### config.mk
export PLATFORM = sky130hd
export DESIGN_NAME = bmp_stream_loader
export DESIGN_NICKNAME = d
export VERILOG_FILES = /design/src/rtl/bmp_stream_loader.sv
export SDC_FILE = /design/constraint.sdc
export NUM_CORES = 1
export LEC_CHECK = 0
export CORE_UTILIZATION = 43
export DETAILED_ROUTE_END_ITERATION = 10
export DONT_BUFFER_PORTS = 1
export HOLD_SLACK_MARGIN = 0.06
export PLACE_DENSITY_LB_ADDON = 0.15
export SLEW_MARGIN = 20
export SYNTH_ARGS = -nofsm -noshare
export SYNTH_HDL_FRONTEND = slang
export SYNTH_SLANG_ARGS = --single-unit
### constraint.sdc
create_clock -name clk_sys -period 15.5 [get_ports clk_sys]
set_input_delay 2.325 -clock clk_sys [delete_from_list [all_inputs] [get_ports clk_sys]]
set_output_delay 2.325 -clock clk_sys [all_outputs]
set_load 0.005 [all_outputs]
### src/rtl/bmp_stream_loader.sv
// Streams a BMP file from the data_io byte interface into the SDRAM frame buffer
// as {8'h00,R,G,B} words, with header decode, row padding, clipping and status.
module bmp_stream_loader #(
  parameter int ADDR_W     = 22,
  parameter int LINE_WORDS = 512,
  parameter int MAX_LINES  = 312,
  parameter int FIFO_DEPTH = 4
) (
  input  logic              clk_sys,
  input  logic              reset_n,
  input  logic              ioctl_download,
  input  logic              ioctl_wr,
  input  logic [24:0]       ioctl_addr,
  input  logic [7:0]        ioctl_dout,
  output logic              wr_req,
  input  logic              wr_ack,
  output logic [ADDR_W-1:0] wr_addr,
  output logic [31:0]       wr_data,
  output logic              busy,
  output logic              loaded,
  output logic              error,
  output logic [2:0]        err_code,
  output logic [15:0]       img_width,
  output logic [15:0]       img_height
);

  localparam int LW_BITS = $clog2(LINE_WORDS);
  localparam int PTR_W   = $clog2(FIFO_DEPTH);
  localparam logic [31:0] LW_LIM = LINE_WORDS;
  localparam logic [31:0] ML_LIM = MAX_LINES;
  localparam logic [2:0] ERR_MAGIC = 3'd1;
  localparam logic [2:0] ERR_BPP   = 3'd2;
  localparam logic [2:0] ERR_SIZE  = 3'd3;
  localparam logic [2:0] ERR_OVF   = 3'd4;
  localparam logic [2:0] ERR_TRUNC = 3'd5;

  typedef enum logic [2:0] {S_IDLE, S_HEADER, S_SKIP, S_PIXEL, S_DONE, S_ERR} state_t;

  function automatic logic [31:0] abs_height(input logic signed [31:0] h);
    return h[31] ? $unsigned(-h) : $unsigned(h);
  endfunction

  // Rows are padded to 4 bytes; 3*w mod 4 padding reduces to w mod 4.
  function automatic logic [1:0] row_pad(input logic [15:0] w, input logic is32);
    return is32 ? 2'd0 : w[1:0];
  endfunction

  state_t state, state_next;
  logic [2:0] err_next;
  logic       err_enter, flush;

  logic ioctl_wr_p0, ioctl_download_p0;
  logic byte_stb, dl_rise, dl_fall;

  logic [7:0]         magic0, magic1, bpp_lo;
  logic [23:0]        data_offset;
  logic [15:0]        hdr_width;
  logic signed [31:0] hdr_height;
  logic [15:0]        bpp_val;
  logic [31:0]        height_abs;
  logic               hdr_last;

  logic        top_down, bpp32, end_seen;
  logic [1:0]  bcnt, pad_cnt;
  logic [15:0] x_cnt, y_cnt, px_line;
  logic [7:0]  pix_b, pix_g, pix_r;
  logic        pix_byte, pad_byte, px_last, row_last, row_end, img_end, clipped;
  logic [ADDR_W-1:0] px_addr;
  logic [31:0]       px_data;

  logic [ADDR_W-1:0] fifo_addr [FIFO_DEPTH];
  logic [31:0]       fifo_data [FIFO_DEPTH];
  logic [PTR_W:0]    wr_ptr, rd_ptr;
  logic              fifo_empty, fifo_full;
  logic              push, pop, overflow, do_push;

  // Stage p0: registered strobe and download edges
  always_ff @(posedge clk_sys or negedge reset_n) begin
    if (!reset_n) begin
      ioctl_wr_p0       <= 1'b0;
      ioctl_download_p0 <= 1'b0;
    end else begin
      ioctl_wr_p0       <= ioctl_wr;
      ioctl_download_p0 <= ioctl_download;
    end
  end

  assign dl_rise  = ioctl_download & ~ioctl_download_p0;
  assign dl_fall  = ~ioctl_download & ioctl_download_p0;
  assign byte_stb = ioctl_download & ioctl_wr & ~ioctl_wr_p0;

  assign hdr_last   = byte_stb && (state == S_HEADER) && (ioctl_addr == 25'd29);
  assign bpp_val    = {ioctl_dout, bpp_lo};
  assign height_abs = abs_height(hdr_height);

  // SKIP hands the byte at the data offset straight to the pixel walker.
  assign pix_byte = byte_stb && (state == S_PIXEL ||
                    (state == S_SKIP && ioctl_addr >= {1'b0, data_offset}));
  assign pad_byte = pix_byte && (pad_cnt != 2'd0);
  assign px_last  = pix_byte && (pad_cnt == 2'd0) && (bcnt == (bpp32 ? 2'd3 : 2'd2));
  assign row_last = px_last && (x_cnt == img_width - 16'd1);
  assign row_end  = (row_last && row_pad(img_width, bpp32) == 2'd0) ||
                    (pad_byte && pad_cnt == 2'd1);
  assign img_end  = row_end && (y_cnt == img_height - 16'd1);

  assign px_line = top_down ? y_cnt : (img_height - 16'd1 - y_cnt);
  assign clipped = ({16'd0, x_cnt} >= LW_LIM) || ({16'd0, px_line} >= ML_LIM);
  assign px_addr = (ADDR_W'(px_line) << LW_BITS) + ADDR_W'(x_cnt);
  assign px_data = {8'h00, (bpp32 ? pix_r : ioctl_dout), pix_g, pix_b};

  assign fifo_empty = (wr_ptr == rd_ptr);
  assign fifo_full  = (wr_ptr[PTR_W] != rd_ptr[PTR_W]) &&
                      (wr_ptr[PTR_W-1:0] == rd_ptr[PTR_W-1:0]);

  always_ff @(posedge clk_sys or negedge reset_n) begin
    if (!reset_n) state <= S_IDLE;
    else          state <= state_next;
  end

  always_comb begin
    state_next = state;
    err_next   = 3'd0;
    if (dl_rise) begin
      state_next = S_HEADER;
    end else begin
      unique case (state)
        S_HEADER: begin
          if (dl_fall) err_next = ERR_TRUNC;
          else if (hdr_last) begin
            if (magic0 != 8'h42 || magic1 != 8'h4D)         err_next = ERR_MAGIC;
            else if (bpp_val != 16'd24 && bpp_val != 16'd32) err_next = ERR_BPP;
            else if (hdr_width == 16'd0 || height_abs == 32'd0) err_next = ERR_SIZE;
            else state_next = S_SKIP;
          end
        end
        S_SKIP, S_PIXEL: begin
          if (dl_fall)       err_next   = ERR_TRUNC;
          else if (overflow) err_next   = ERR_OVF;
          else if (img_end)  state_next = S_DONE;
          else if (pix_byte) state_next = S_PIXEL;
        end
        default: ;
      endcase
      if (err_next != 3'd0) state_next = S_ERR;
    end
  end

  always_comb begin
    busy     = (state == S_HEADER) || (state == S_SKIP) || (state == S_PIXEL) || !fifo_empty;
    push     = px_last && !clipped;
    pop      = (wr_req == wr_ack) && !fifo_empty && (state != S_ERR) && !dl_rise;
    overflow = push && fifo_full && !pop;
    do_push  = push && !overflow;
  end

  assign err_enter = (err_next != 3'd0);
  assign flush     = dl_rise || err_enter;

  always_ff @(posedge clk_sys) begin
    if (byte_stb && state == S_HEADER) begin
      case (ioctl_addr)
        25'd0:  magic0            <= ioctl_dout;
        25'd1:  magic1            <= ioctl_dout;
        25'd10: data_offset[7:0]  <= ioctl_dout;
        25'd11: data_offset[15:8] <= ioctl_dout;
        25'd12: data_offset[23:16] <= ioctl_dout;
        25'd18: hdr_width[7:0]    <= ioctl_dout;
        25'd19: hdr_width[15:8]   <= ioctl_dout;
        25'd22: hdr_height[7:0]   <= ioctl_dout;
        25'd23: hdr_height[15:8]  <= ioctl_dout;
        25'd24: hdr_height[23:16] <= ioctl_dout;
        25'd25: hdr_height[31:24] <= ioctl_dout;
        25'd28: bpp_lo            <= ioctl_dout;
        default: ;
      endcase
    end
    if (pix_byte && pad_cnt == 2'd0) begin
      case (bcnt)
        2'd0:    pix_b <= ioctl_dout;
        2'd1:    pix_g <= ioctl_dout;
        2'd2:    pix_r <= ioctl_dout;
        default: ;
      endcase
    end
    if (do_push) begin
      fifo_addr[wr_ptr[PTR_W-1:0]] <= px_addr;
      fifo_data[wr_ptr[PTR_W-1:0]] <= px_data;
    end
  end

  always_ff @(posedge clk_sys or negedge reset_n) begin
    if (!reset_n) begin
      wr_req     <= 1'b0;
      wr_addr    <= '0;
      wr_data    <= '0;
      loaded     <= 1'b0;
      error      <= 1'b0;
      err_code   <= 3'd0;
      img_width  <= 16'd0;
      img_height <= 16'd0;
      top_down   <= 1'b0;
      bpp32      <= 1'b0;
      bcnt       <= 2'd0;
      pad_cnt    <= 2'd0;
      x_cnt      <= 16'd0;
      y_cnt      <= 16'd0;
      end_seen   <= 1'b0;
      wr_ptr     <= '0;
      rd_ptr     <= '0;
    end else begin
      if (hdr_last) begin
        img_width  <= hdr_width;
        img_height <= height_abs[15:0];
        top_down   <= hdr_height[31];
        bpp32      <= (bpp_val == 16'd32);
      end
      if (pix_byte) begin
        if (pad_cnt != 2'd0) begin
          pad_cnt <= pad_cnt - 2'd1;
        end else if (px_last) begin
          bcnt  <= 2'd0;
          x_cnt <= x_cnt + 16'd1;
          if (row_last) pad_cnt <= row_pad(img_width, bpp32);
        end else begin
          bcnt <= bcnt + 2'd1;
        end
        if (row_end) begin
          x_cnt <= 16'd0;
          y_cnt <= y_cnt + 16'd1;
        end
      end
      // loaded waits for the last write to be acknowledged after download ends
      if (state == S_DONE && dl_fall) end_seen <= 1'b1;
      if (state == S_DONE && end_seen && fifo_empty && wr_req == wr_ack) loaded <= 1'b1;
      if (pop) begin
        wr_addr <= fifo_addr[rd_ptr[PTR_W-1:0]];
        wr_data <= fifo_data[rd_ptr[PTR_W-1:0]];
        wr_req  <= ~wr_req;
      end
      if (flush) begin
        wr_ptr <= '0;
        rd_ptr <= '0;
      end else begin
        if (do_push) wr_ptr <= wr_ptr + 1'b1;
        if (pop)     rd_ptr <= rd_ptr + 1'b1;
      end
      if (dl_rise) begin
        loaded   <= 1'b0;
        error    <= 1'b0;
        err_code <= 3'd0;
        bcnt     <= 2'd0;
        pad_cnt  <= 2'd0;
        x_cnt    <= 16'd0;
        y_cnt    <= 16'd0;
        end_seen <= 1'b0;
      end else if (err_enter) begin
        error    <= 1'b1;
        err_code <= err_next;
      end
    end
  end

endmodule

== After elaboration in Yosys (flattened, before gate mapping) ==
Memories as Yosys holds them, arrays and structs flattened. A register that Yosys moved wholly into a read port is not among the register bits.
Index checks and enable logic that the tools add are counted.
Widths: inputs -> output; s select.
Operators by class
  add/sub/neg operators: 11
  magnitude comparators: 3
  eq/ne operators: 42
  muxes and demuxes: 58
  bitwise gates (word level): 8
  reduce and logical (&&, ||, !) cells: 81
Operator list (number)
  $eq 25x5->1 const B: 8
  $mux 16: 9
  $eq 25x4->1 const B: 3
  $mux 3: 22
  $reduce_and 2->1: 17
  $add 16x1->16 const B: 2
  $eq 16x16->1: 2
  $logic_not 32->1: 1
  $mux 32: 1
  $neg 32->32: 1
  $sub 16x1->16 const B: 2
  $mux 2: 14
  $eq 25x1->1 const B: 1
  $ge 25x24->1: 1
  $logic_not 25->1: 1
  $logic_and 1x1->1: 24
  $add 22x16->22: 1
  $ne 4x3->1 const B: 5
  $eq 16x6->1 const B: 1
  $ge 16x10->1 const B: 1
  $ge 16x9->1 const B: 1
  $logic_not 16->1: 1
  $ne 16x5->1 const B: 1
  $ne 16x6->1 const B: 1
  32 further kinds: 82
Storage, ports and cells
  bits in registers: 240
  RAM bits: 184
  input port bits: 38
  output and inout bits: 93
  word-level logic and storage cells: 239
  memories kept: 2
Memories
  fifo_data: words 4, bits a word 24, rd ports 1, clocked after memory_dff 1, write ports 1, line 72  | logic [31:0] fifo_data [FIFO_DEPTH];
  fifo_addr: words 4, bits a word 22, rd ports 1, clocked after memory_dff 1, write ports 1, line 71  | logic [ADDR_W-1:0] fifo_addr [FIFO_DEPTH];

== Logic depth before layout (Yosys ltp) ==
Gate-level depths: netlist (run 1).
  word-level depth: 17
  gate-level depth with buffers: 19
  mapped depth without buffers: 18

== Worst setup path after synthesis (run 1) ==
Ideal clock, no wire load.
  path kind: input -> register
  start point: in ioctl_addr[22]
  end point: mem fifo_addr[3][0], enable pin
  setup time: 506 ps
  arrival: 7473 ps
  data required time: 14994 ps
  path slack: 7521 ps
  cell stages on the path: 8
  path buffers: 0
  cells stage by stage: ha_1 -> nand4b_1 -> or4_1 -> o41ai_1 -> nor2_1 -> nor4_1 -> nand4_1 -> nor3_1
On the way
  word-level cells in the longest chain between the ends: 13
RTL lines
  start: declaration: line 13  | input logic [24:0] ioctl_addr,
  $ge 25x24->1 *: line 98  | (state == S_SKIP && ioctl_addr >= {1'b0, data_offset}));
  $logic_and 1x1->1 *: line 98
  $logic_or 1x1->1 *: line 97  | assign pix_byte = byte_stb && (state == S_PIXEL ||
  $logic_and 1x1->1 *: line 97
  $logic_and 1x1->1 * (2 in series): line 100  | assign px_last = pix_byte && (pad_cnt == 2'd0) && (bcnt == (bpp32 ? 2'd3 : 2'd2));
  $logic_and 1x1->1 *: line 150  | push = px_last && !clipped;
  $logic_and 1x1->1 (2 in series): line 152  | overflow = push && fifo_full && !pop;
  $logic_not 1->1: line 153  | do_push = push && !overflow;
  $logic_and 1x1->1 *: line 153
  $mux 1 *: line 185  | if (do_push) begin
  $mux 1 (not written as such) *: line 186  | fifo_addr[wr_ptr[PTR_W-1:0]] <= px_addr;
  end: declaration: line 71
Every way passes the cells marked *; elsewhere a longest branch is shown, timed or not.

== Worst setup path after layout (run 1) ==
  start point: in ioctl_addr[16]
  end point: mem fifo_data[1][1] (netlist bit), enable pin
On the way
  word-level cells in the longest chain between the ends: 13
RTL lines
  $ge 25x24->1 *: line 98
  $logic_and 1x1->1 *: line 98
  $logic_or 1x1->1 *: line 97
  $logic_and 1x1->1 *: line 97
  $logic_and 1x1->1 * (2 in series): line 100
  $logic_and 1x1->1 *: line 150
  $logic_and 1x1->1 (2 in series): line 152
  $logic_not 1->1: line 153
  $logic_and 1x1->1 *: line 153
  $mux 1 *: line 185
  $mux 1 (not written as such) *: line 187  | fifo_data[wr_ptr[PTR_W-1:0]] <= px_data;
  end: declaration: line 72
Marks and branches as above.

==> results of run 1 <==
[placed cells by master (no fill, tap or decap), drive strengths merged, types with 30 or more instances in the layout]
cell type	Yosys	routed
a21oi	57	57
nor4	48	48
ha	60	60
edfxtp	304	304
xor2	38	38
nand3	39	39
nand4	30	30
nor2	101	101
o21ai	58	58
dfrtp	134	134
clkbuf	46	72
mux2	57	57
mux4	46	46
inv	77	79
xnor2	56	56
nor3	44	44
nand2	133	133
[final cells by class]
class	instances	area [um2]
inverters	77	289
multi-input cells	1049	7850
clock buffers	72	1340
flip-flops and latches	438	12500
fillers	4292	24900
well taps	615	769
clock inverters	16	148
repair buffers	11	103
[worst register-to-register path, delay by kind of cell, from the launching register on]
kind	cells	cell delay, ns
AO/OA/AOI/OAI	1	0.35
XOR/XNOR	1	0.21
adder cells (fa/ha/maj)	1	0.36
buffers and inverters	1	0.56
flip-flops	1	0.45
AND/OR/NAND/NOR	10	3.42
[worst paths after layout]
path,from,endpoint,slack [ns],cells after the start
min reg2reg,hdr_width[11]$_DFFE_PP_,img_width[11]$_DFFE_PN0P_,0.48,2
max in group asynchronous,reset_n,rd_ptr[0]$_DFFE_PN0P_,13.80,0
max,ioctl_addr[16],fifo_data[1][1]$_DFFE_PP_,9.65,10
max reg2reg,img_height[5]$_DFFE_PN0P_,fifo_data[1][1]$_DFFE_PP_,9.75,14
min in group asynchronous,reset_n,wr_data[11]$_DFFE_PN0P_,1.44,0
min,hdr_width[11]$_DFFE_PP_,img_width[11]$_DFFE_PN0P_,0.48,2
[state kept, by name (all words and copies together) (netlist names), 22 cells and up]
name         cells
wr_data         24
data_offset     24
wr_addr         22
hdr_height      32
fifo_addr       88
fifo_data       96
[power groups by stage]
stage / registers (W) / logic [W] / clock network [W]
finish: 0.00125 / 0.0000206 / 0.00107
global route: 0.00125 / 0.0000231 / 0.00114
CTS: 0.00125 / 0.0000205 / 0.00110
detailed placement: 0.00128 / 0.0000204 / 0
global placement: 0.00128 / 0.0000197 / 0
floorplan: 0.00128 / 0.0000172 / 0
[layer usage]
layer	up-vias	wire [um]
li1	6142	-
met1	6620	21700
met2	314	25000
met3	77	2150
met4	0	1120
met5	-	0
[metrics by stage]
stage / hold slack [ns] / cells / setup slack (ns)
6_report: 0.482 / 2278 / 9.65
3_3_place_gp: 0.464 / 2189 / 9.21
5_1_grt: 0.492 / 2278 / 9.39
3_5_place_dp: 0.468 / 2189 / 9.13
2_1_floorplan: 0.448 / 1635 / 7.52
4_1_cts: 0.482 / 2277 / 9.67
[cells by family (layout without fill, tap and decap cells)]
logic type,after synthesis,count (layout)
XOR/XNOR,94,94
multiplexers,120,120
AND/OR/NAND/NOR,545,545
flip-flops,438,438
AO/OA/AOI/OAI,220,220
buffers and inverters,148,176
other,1,8
adder cells (fa/ha/maj),62,62
==> results.txt, run 1 <==
CTS HTree Levels -> 2
Largest family of logic cells by synthesized area -> simple AND/OR/NAND/NOR gates
Starting Density -> 43.6%
Clock power share -> 45.7%
Outcome -> complete, no violations
Mapped cell area -> 20900 um2
Post-synth top cells -> edfxtp_1 (304), dfrtp_1 (134), nand2_1 (133)
# setup viols final -> 0
Initial antenna violation count -> 2
Leakage -> 8.47 nW
Min Tclk post-route -> 5.85 ns
Worst path bufs/invs -> 1
I/O Buffers -> 0
Crit-path max FO -> 46
Register share of total power -> 53.4%
Post-Syn Instances -> 1628
Vias post-DR -> 13200
Synth unique cells -> 78
RSZ-0062 raised after global routing -> false
Die area -> 49400 um2
CP Class -> input pin to flip-flop
DRT iter0 DRCs -> 764
CP max-delay cell -> o41ai_1
Yosys warning total -> 0
Power Density -> 102 nW/um2
Number of global-route vias before repair -> 13100
WP data required -> 15.70 ns
RePlAce Congestion -> 0.904
GR Layer Usage met1 -> 26.4%
Worst-Margin Slew -> 1.05 ns
Net Sw Power -> 0.000471 W
First-pass GRT wire length -> 77600 um
Via/cell ratio -> 5.77
Maximum clock path buffer count -> 3
Final hold violation count -> 0
Fraction of the cycle the final worst path needs -> 37.7%
Post-route design area -> 23000 um2
Design Power -> 0.00235 W
Top FF cell, synth -> edfxtp_1
Post-CTS sizing -> 0
GR Util met2 -> 35.2%
Switch share -> 20.1%
Layout cell share with drive strength beyond 1 -> 13.1%
Slew margin rel. -> 29.6%
DRC -> 0
Met3 Use GR -> 3.37%
Post-Synth Adder-Cell Area -> 3.79%
CTS Hold Bufs -> 0
Post-synthesis sequential area ratio -> 59.8%
Maximum number of pins on one net before global-route repair -> 135
Mean cell area of the mapped netlist -> 12.8 um2
Register bit total from synthesis -> 438
Post-DRT Antenna Nets -> 0
Area growth syn-to-layout -> 10.1%
Post-synth top area share -> 43.7%
Post-synthesis compound-gate area fraction -> 6.97%
Worst-path clk slew -> 0.05 ns
Worst path cell trace -> ha_1 > nand4_1 > or4_1 > o41ai_1 > nor2_1 > nor4_1 > nand4_1 > nor2_1 > and2_2 > buf_4
CTS sink count -> 438
Max IR drop VDD -> 0.0816 mV
Most frequent cell after synthesis -> edfxtp_1
Total GRT Usage -> 20.4%
CP Capture Type -> flip-flop
Total I/O pin count -> 131
Mux cell area share after synthesis -> 8.85%
Max Freq -> 171 MHz
Simple-Gate Fraction of Synth Area -> 13.7%
Final core utilization -> 48.0%
Fin nets -> 1724
Max-cap violation count -> 0
Root buffer cell -> clkbuf_16
Area leader, netlist -> edfxtp_1
Pre-Repair DR Iteration Count -> 8
Inserted Diodes -> 0
GR peak layer -> met2
Number of synthesized flops with an enable pin -> 304
GR Overflow Total -> 0
Worst hold path type -> flip-flop to flip-flop
Die height -> 222 um
Arr. time, crit path -> 6.05 ns
Max-slew violations -> 0
Dpl hpwl -> 33800 um
FFs w/ async S/R, synth -> 30.6%
Int Pwr -> 0.00188 W
Top post-synthesis cells by area -> edfxtp_1 (44%), dfrtp_1 (16%), mux4_2 (5.0%)
Placed inst area -> 21500 um2
Skew final -> 0.0248 ns
Logic gate share of total power -> 0.9%
Core area -> 47800 um2
Setup bufs post-CTS -> 0
# rows -> 80
CP max stage delay -> 0.85 ns
CTS tree -> done
Die width -> 222 um
Worst-Skew Late Latency -> 0.59 ns
WL final -> 49900 um
Worst setup SP type -> input pin
CP top delay family -> simple AND/OR/NAND/NOR gates
Xor and xnor area share after synthesis -> 3.94%
Cts bufs inserted -> 47
Setup TNS -> 0 ns
Post-DR wirelength/cell -> 21.9 um
No activity file was read; power rests on OpenSTA's default activity.
==> inputs of run 2 (changes only) <==
- clock period: 15.5 -> 5.2 ns (I/O delays scaled with it)
==> run 2 against run 1 <==
  * Cell count grew 0.44%
  * Critical path depth grew 5
  * Sequential power grew to 3.0 times the previous value
  * Non-clock buffer count grew 11
  * Power grew to 3.0 times the previous value
==> results.txt, run 2 (synthesized netlist as in run 1, its figures left out) <==
Outcome -> complete, no violations
Post-DRT Antenna Nets -> 0 (unchanged)
Vias post-DR -> 13000 (-0.82%)
Max IR drop VDD -> 0.309 mV (+280%)
Max reg flops -> 96 (unchanged)
Most frequent cells in the layout -> edfxtp_1 (304), nand2_1 (133), dfrtp_1 (132)
Reg2reg setup slack -> 0.28 ns (-9.47 ns)
Skew final -> 0.0171 ns (-0.00774 ns)
I/O Buffers -> 0 (unchanged)
Root buffer cell -> clkbuf_16
Arr. time, crit path -> 5.18 ns (-0.87 ns)
Pre-Repair DR Iteration Count -> 6 (-2)
CP Capture Type -> flip-flop
Multi-input gate area -> 7880 um2 (+0.38%)
WL final -> 50000 um (about the same)
Area growth syn-to-layout -> 11.3%
Worst-path clk slew -> 0.06 ns (about the same)
Final Non-Filler Cells -> 2288 (+0.44%)
CP Class -> flip-flop to flip-flop
Crit-path max FO -> 46 (unchanged)
Worst setup SP type -> flip-flop
Worst setup margin -> 0.280 ns (-9.37 ns)
CTS sink count -> 438 (unchanged)
Maximum number of pins on one net before global-route repair -> 135 (unchanged)
Initial antenna violation count -> 3 (+1)
Worst R2R End -> fifo_data[3][18]$_DFFE_PP_
Design Power -> 0.00716 W (+200%)
R2r worst-path depth -> 15 (+1)
First-pass GRT wire length -> 77500 um (-0.13%)
Worst hold path type -> input pin to asynchronous set/reset pin
Most common cell after layout, fill and taps aside -> edfxtp_1
Worst-Margin Slew -> 0.971 ns (-0.0765 ns)
# rows -> 80 (unchanged)
Core area -> 47800 um2 (unchanged)
Worst-Skew Late Latency -> 0.59 ns (about the same)
Sequential Area -> 12500 um2 (unchanged)
Dpl ws -> 0.195 ns (-8.93 ns)
Leakage -> 8.58 nW (+1.4%)
Cts bufs inserted -> 47 (unchanged)
# setup viols final -> 0 (unchanged)
Fin nets -> 1735 (+0.64%)
Max Freq -> 203 MHz
RSZ-0062 raised after global routing -> false
GR Overflow Total -> 0 (unchanged)
Post-Place Cells -> 2199 (+0.46%)
DRC -> 0 (unchanged)
Die height -> 222 um (unchanged)
Min Tclk post-route -> 4.92 ns
Layout cell share with drive strength beyond 1 -> 14.3% (+1.2 points)
Dpl hpwl -> 34100 um (+1.0%)
Slew margin rel. -> 34.7% (+5.1 points)
Number of global-route vias before repair -> 13200 (+0.28%)
Max-slew violations -> 0 (unchanged)
Fraction of the cycle the final worst path needs -> 94.6%
Die area -> 49400 um2 (unchanged)
Setup TNS -> 0 ns (unchanged)
Starting Density -> 43.6% (unchanged)
Inserted Diodes -> 0 (unchanged)
Post-DR wirelength/cell -> 21.8 um (-0.39%)
Total I/O pin count -> 131 (unchanged)
R2r startpoint -> img_height[4]$_DFFE_PN0P_
Die width -> 222 um (unchanged)
CTS tree -> done
Maximum clock path buffer count -> 3 (unchanged)
DRT iter0 DRCs -> 937 (+23%)
RePlAce Congestion -> 0.886 (-2.0%)
Total GRT Usage -> 20.4% (+0.051 points)
CTS HTree Levels -> 2 (unchanged)
Final hold violation count -> 0 (unchanged)
Power Density -> 308 nW/um2 (+200%)
Final core utilization -> 48.5% (+0.50 points)
Via/cell ratio -> 5.70 (-1.3%)
WP data required -> 5.46 ns (-10.24 ns)
Fillers -> 4248 (-1.0%)
Max-cap violation count -> 0 (unchanged)
==> run 2: changes by cell type in the layout (fill, tap and decap cells not counted), moves of 2 or more <==
| cell | change |
|---|---|
| buf_4 | +7 |
| clkbuf_1 | -7 |
| buf_12 | +4 |
| a21oi_1 | -3 |
| a21oi_2 | +3 |
| clkbuf_8 | -3 |
| bufinv_16 | +2 |
| clkbuf_16 | +2 |
| clkinv_2 | +2 |
| nor4_1 | -2 |
| nor4_2 | +2 |
==> run 2: cell type report <==
| class | instances | share of cell area, % |
|---|---|---|
| repair buffers | 22 | 1.01 |
| well taps | 615 | 3.31 |
| multi-input cells | 1049 | 33.9 |
| clock buffers | 64 | 5.70 |
| clock inverters | 23 | 1.04 |
| inverters | 77 | 1.24 |
| flip-flops and latches | 438 | 53.8 |
==> run 2: worst max-delay path by stage <==
stage / startpoint / to / cells after the start
after floorplan: img_height[5]$_DFFE_PN0P_ / fifo_addr[3][0]$_DFFE_PP_ / 14
after global placement: img_height[5]$_DFFE_PN0P_ / fifo_data[0][9]$_DFFE_PP_ / 15
after detailed placement: img_height[4]$_DFFE_PN0P_ / fifo_data[1][11]$_DFFE_PP_ / 15
after CTS: img_height[4]$_DFFE_PN0P_ / fifo_data[1][3]$_DFFE_PP_ / 15
after global routing: img_height[4]$_DFFE_PN0P_ / fifo_data[3][11]$_DFFE_PP_ / 15
final: img_height[4]$_DFFE_PN0P_ / fifo_data[3][18]$_DFFE_PP_ / 15
==> run 2: what timing repair did <==
action	CTS	global route
gates resized for setup	0	2
setup endpoints to repair	0	138
hold buffers	1	0
buffers inserted	0	1
hold endpoints to repair	134	0
==> run 2: worst max-delay path, cell delays in order (launching register included) <==
cell     delay, ns
dfrtp_1       0.44
or4_1         0.56
or4_4         0.48
or2_2         0.34
nor2_1        0.14
xor2_1        0.17
ha_1          0.32
inv_1         0.14
nand2_1       0.08
or4_1         0.39
and3_1        0.23
nor4_2        0.32
nand4_1       0.26
buf_4         0.21
nor3_4        0.20
buf_12        0.31
==> run 2: layer usage <==
layer	vias up	GRT usage, %	wire length [um]	part of all wire, %
li1	6164	-	-	-
met1	6463	26.4	21600	43
met2	332	34.5	24300	49
met3	86	3.97	2700	5.4
met4	0	6.65	1330	2.7
met5	-	0	0	0
==> run 2: power breakdown <==
| part | switching, W | internal, W | leakage [nW] |
|---|---|---|---|
| logic | 0.0000562 | 0.0000264 | 3.15 |
| registers | 0.0000118 | 0.00372 | 4.67 |
| clock network | 0.00138 | 0.00195 | 0.761 |
==> run 2: per-stage QoR <==
stage / instance area (um2) / hold slack [ns]
after floorplan: 20900 / 0.448
after global placement: 21600 / 0.460
after detailed placement: 21600 / 0.469
after CTS: 23200 / 0.166
after global routing: 23200 / 0.200
final: 23200 / 0.135
==> inputs of run 3 (changes only) <==
- CELL_PAD_IN_SITES_DETAIL_PLACEMENT: unset -> 1
- CELL_PAD_IN_SITES_GLOBAL_PLACEMENT: unset -> 2
- CORE_UTILIZATION: 43 -> 41
- PLACE_DENSITY_LB_ADDON: 0.15 -> 0.25
==> run 3 against run 2 <==
  * Via count increased by 1.5%
  * Combinational power increased by 2.5%
  * Wire length increased by 11%
  * Clock power decreased by 2%
  * Sequential power about the same
  * Flip-flop and latch count unchanged
  * Non-clock buffer count unchanged
  * Largest cell class unchanged
  * Hold slack improved by 0.0032 ns
  * Setup slack got worse by 0.062 ns
  * Critical path type unchanged
  * Cell count increased by 2.5%
  * Core utilization decreased by 2.2 points
  * Sequential share of layout area decreased by 0.098 points
==> results.txt, run 3 (synthesized netlist as in run 1, its figures left out) <==
Outcome -> complete, no violations
Int Pwr -> 0.00563 W (-1.4%)
Max Freq -> 201 MHz (-1.2%)
CP max stage delay -> 0.58 ns (+0.02 ns)
Maximum clock path buffer count -> 3 (unchanged)
Total I/O pin count -> 131 (unchanged)
Leakage -> 8.57 nW (-0.18%)
RePlAce Congestion -> 0.886 (unchanged)
Worst path cell trace -> or4_1 > or4_4 > or2_2 > nor2_1 > xor2_1 > ha_1 > inv_1 > nand2_1 > or4_1 > and3_1 > nor4_2 > nand4_1 > buf_4 > nor3_4 > buf_12
Post-DR wirelength/cell -> 23.6 um (+8.2%)
Slew margin rel. -> 28.4% (-6.4 points)
Via/cell ratio -> 5.65 (-0.94%)
Clock power share -> 46.2% (-0.4 points)
Final core utilization -> 46.4% (-2.2 points)
Power Density -> 305 nW/um2 (-0.94%)
DRC -> 0 (unchanged)
Area growth syn-to-layout -> 11.5%
Setup TNS -> 0 ns (unchanged)
Fin nets -> 1734 (-0.058%)
Dpl hpwl -> 38300 um (+12%)
WP data required -> 5.45 ns (about the same)
I/O Buffers -> 0 (unchanged)
Fraction of the cycle the final worst path needs -> 95.8% (+1.2 points)
GR Layer Usage met1 -> 27.5% (+1.1 points)
CP Capture Type -> flip-flop
R2r worst-path depth -> 15 (unchanged)
Arr. time, crit path -> 5.23 ns (+0.05 ns)
Worst-path clk slew -> 0.06 ns (about the same)
Dpl ws -> 0.0826 ns (-0.112 ns)
GR Util met2 -> 38.6% (+4.0 points)
Number of global-route vias before repair -> 14000 (+6.3%)
Most common cell after layout, fill and taps aside -> edfxtp_1
# rows -> 82 (+2.5%)
First-pass GRT wire length -> 85400 um (+10%)
Core area -> 50200 um2 (+4.9%)
CTS tree -> done
Most common cell on crit path -> or4_1
CTS sink count -> 438 (unchanged)
Worst setup margin -> 0.218 ns (-0.0622 ns)
GR Overflow Total -> 0 (unchanged)
Skew final -> 0.0300 ns (+0.0130 ns)
Net Sw Power -> 0.00148 W (+1.7%)
Worst-Margin Slew -> 1.06 ns (+0.0881 ns)
Pre-Repair DR Iteration Count -> 5 (-1)
Min Tclk post-route -> 4.98 ns (+0.0622 ns)
Starting Density -> 41.6% (-2.0 points)
CTS HTree Levels -> 2 (unchanged)
DRT iter0 DRCs -> 760 (-19%)
Post-DRT Antenna Nets -> 0 (unchanged)
Crit-path max FO -> 46 (unchanged)
Met3 Use GR -> 5.21% (+1.2 points)
Root buffer cell -> clkbuf_16
Die width -> 228 um (+2.4%)
Layout cell share with drive strength beyond 1 -> 14.5% (+0.13 points)
Die area -> 51800 um2 (+4.8%)
GR peak layer -> met2
# setup viols final -> 0 (unchanged)
Max IR drop VDD -> 0.280 mV (-9.2%)
CP Class -> flip-flop to flip-flop
WL final -> 55400 um (+11%)
Worst hold path type -> input pin to asynchronous set/reset pin
Cts bufs inserted -> 46 (-2.1%)
Max reg flops -> 96 (unchanged)
CP max-delay cell -> or4_1
Worst-Skew Late Latency -> 0.60 ns (about the same)
Logic gate share of total power -> 1.2% (about the same)
Most frequent cells in the layout -> edfxtp_1 (304), nand2_1 (133), dfrtp_1 (132)
Vias post-DR -> 13200 (+1.5%)
Initial antenna violation count -> 2 (-1)
Final hold violation count -> 0 (unchanged)
Max-slew violations -> 0 (unchanged)
Maximum number of pins on one net before global-route repair -> 135 (unchanged)
Die height -> 228 um (+2.4%)
Max-cap violation count -> 0 (unchanged)
Register share of total power -> 52.6% (+0.4 points)
Total GRT Usage -> 22.0% (+1.6 points)
Switch share -> 20.8% (+0.50 points)
Worst setup SP type -> flip-flop
run 3: cell types whose count changed in the layout (fill, tap and decap cells not counted):
cell,previous run,this run
o31ai_1,11,10
clkbuf_8,2,5
clkbuf_16,50,46
clkinv_16,1,2
o31ai_2,0,1
clkinv_2,7,10
inv_6,2,0
inv_4,1,0
nor3_1,41,40
clkbuf_1,12,11
diode_2,0,1
nor3_2,2,3
run 3: area by class of cell:
| type | count | area [um2] |
|---|---|---|
| Fill cell | 5091 | 26900 |
| Sequential cell | 438 | 12500 |
| Multi-Input combinational cell | 1049 | 7890 |
| Clock buffer | 62 | 1260 |
| Tap cell | 672 | 841 |
| Inverter | 77 | 289 |
| Clock inverter | 24 | 263 |
| Timing Repair Buffer | 22 | 235 |
| Antenna cell | 1 | 2.50 |
run 3: repair_timing:
action,CTS,global route
endpoints found under the setup margin,0,141
setup buffers,0,1
hold endpoints to repair,134,0
gates resized for setup,0,3
hold buffers,1,0
run 3: routing by layer:
layer,share of wire [%],vias to the layer above
met5,0,-
met1,42,6773
met4,1.8,0
met3,5.4,70
met2,50,248
li1,-,6153
run 3: through the flow:
| stage | area (um2) | cells | hold WS [ns] | total power, W |
|---|---|---|---|---|
| 6_report | 23300 | 2345 | 0.138 | 0.00710 |
| 5_1_grt | 23300 | 2344 | 0.165 | 0.00732 |
| 4_1_cts | 23200 | 2343 | 0.161 | 0.00719 |
| 3_5_place_dp | 21700 | 2256 | 0.471 | 0.00387 |
| 3_3_place_gp | 21700 | 2256 | 0.466 | 0.00386 |
| 2_1_floorplan | 20900 | 1635 | 0.448 | 0.00385 |
run 3: power by group through the flow:
| stage | clock network [W] | registers (W) | logic [W] |
|---|---|---|---|
| finish | 0.00328 | 0.00374 | 0.0000847 |
| detailed placement | 0 | 0.00381 | 0.0000616 |
| global placement | 0 | 0.00381 | 0.0000578 |
| floorplan | 0 | 0.00380 | 0.0000513 |
| CTS | 0.00337 | 0.00374 | 0.0000872 |
| global route | 0.00349 | 0.00374 | 0.0000982 |
run 3: critical path: cells and delay by family, from the launching register on:
kind / cells / cell delay (ns)
AND/OR/NAND/NOR: 10 / 3.04
buffers and inverters: 3 / 0.67
flip-flops: 1 / 0.43
adder cells (fa/ha/maj): 1 / 0.31
XOR/XNOR: 1 / 0.16
run 3: final timing paths:
path	start	to	slack, ns
setup / recovery	img_height[5]$_DFFE_PN0P_	fifo_addr[3][17]$_DFFE_PP_	0.22
hold / removal	reset_n	wr_data[9]$_DFFE_PN0P_	0.14
setup reg to reg	img_height[5]$_DFFE_PN0P_	fifo_addr[3][17]$_DFFE_PP_	0.22
hold reg to reg	hdr_width[4]$_DFFE_PP_	img_width[4]$_DFFE_PN0P_	0.48
max in group asynchronous	reset_n	img_height[0]$_DFFE_PN0P_	4.43
min in group clk_sys	ioctl_download	ioctl_download_p0$_DFF_PN0_	0.20
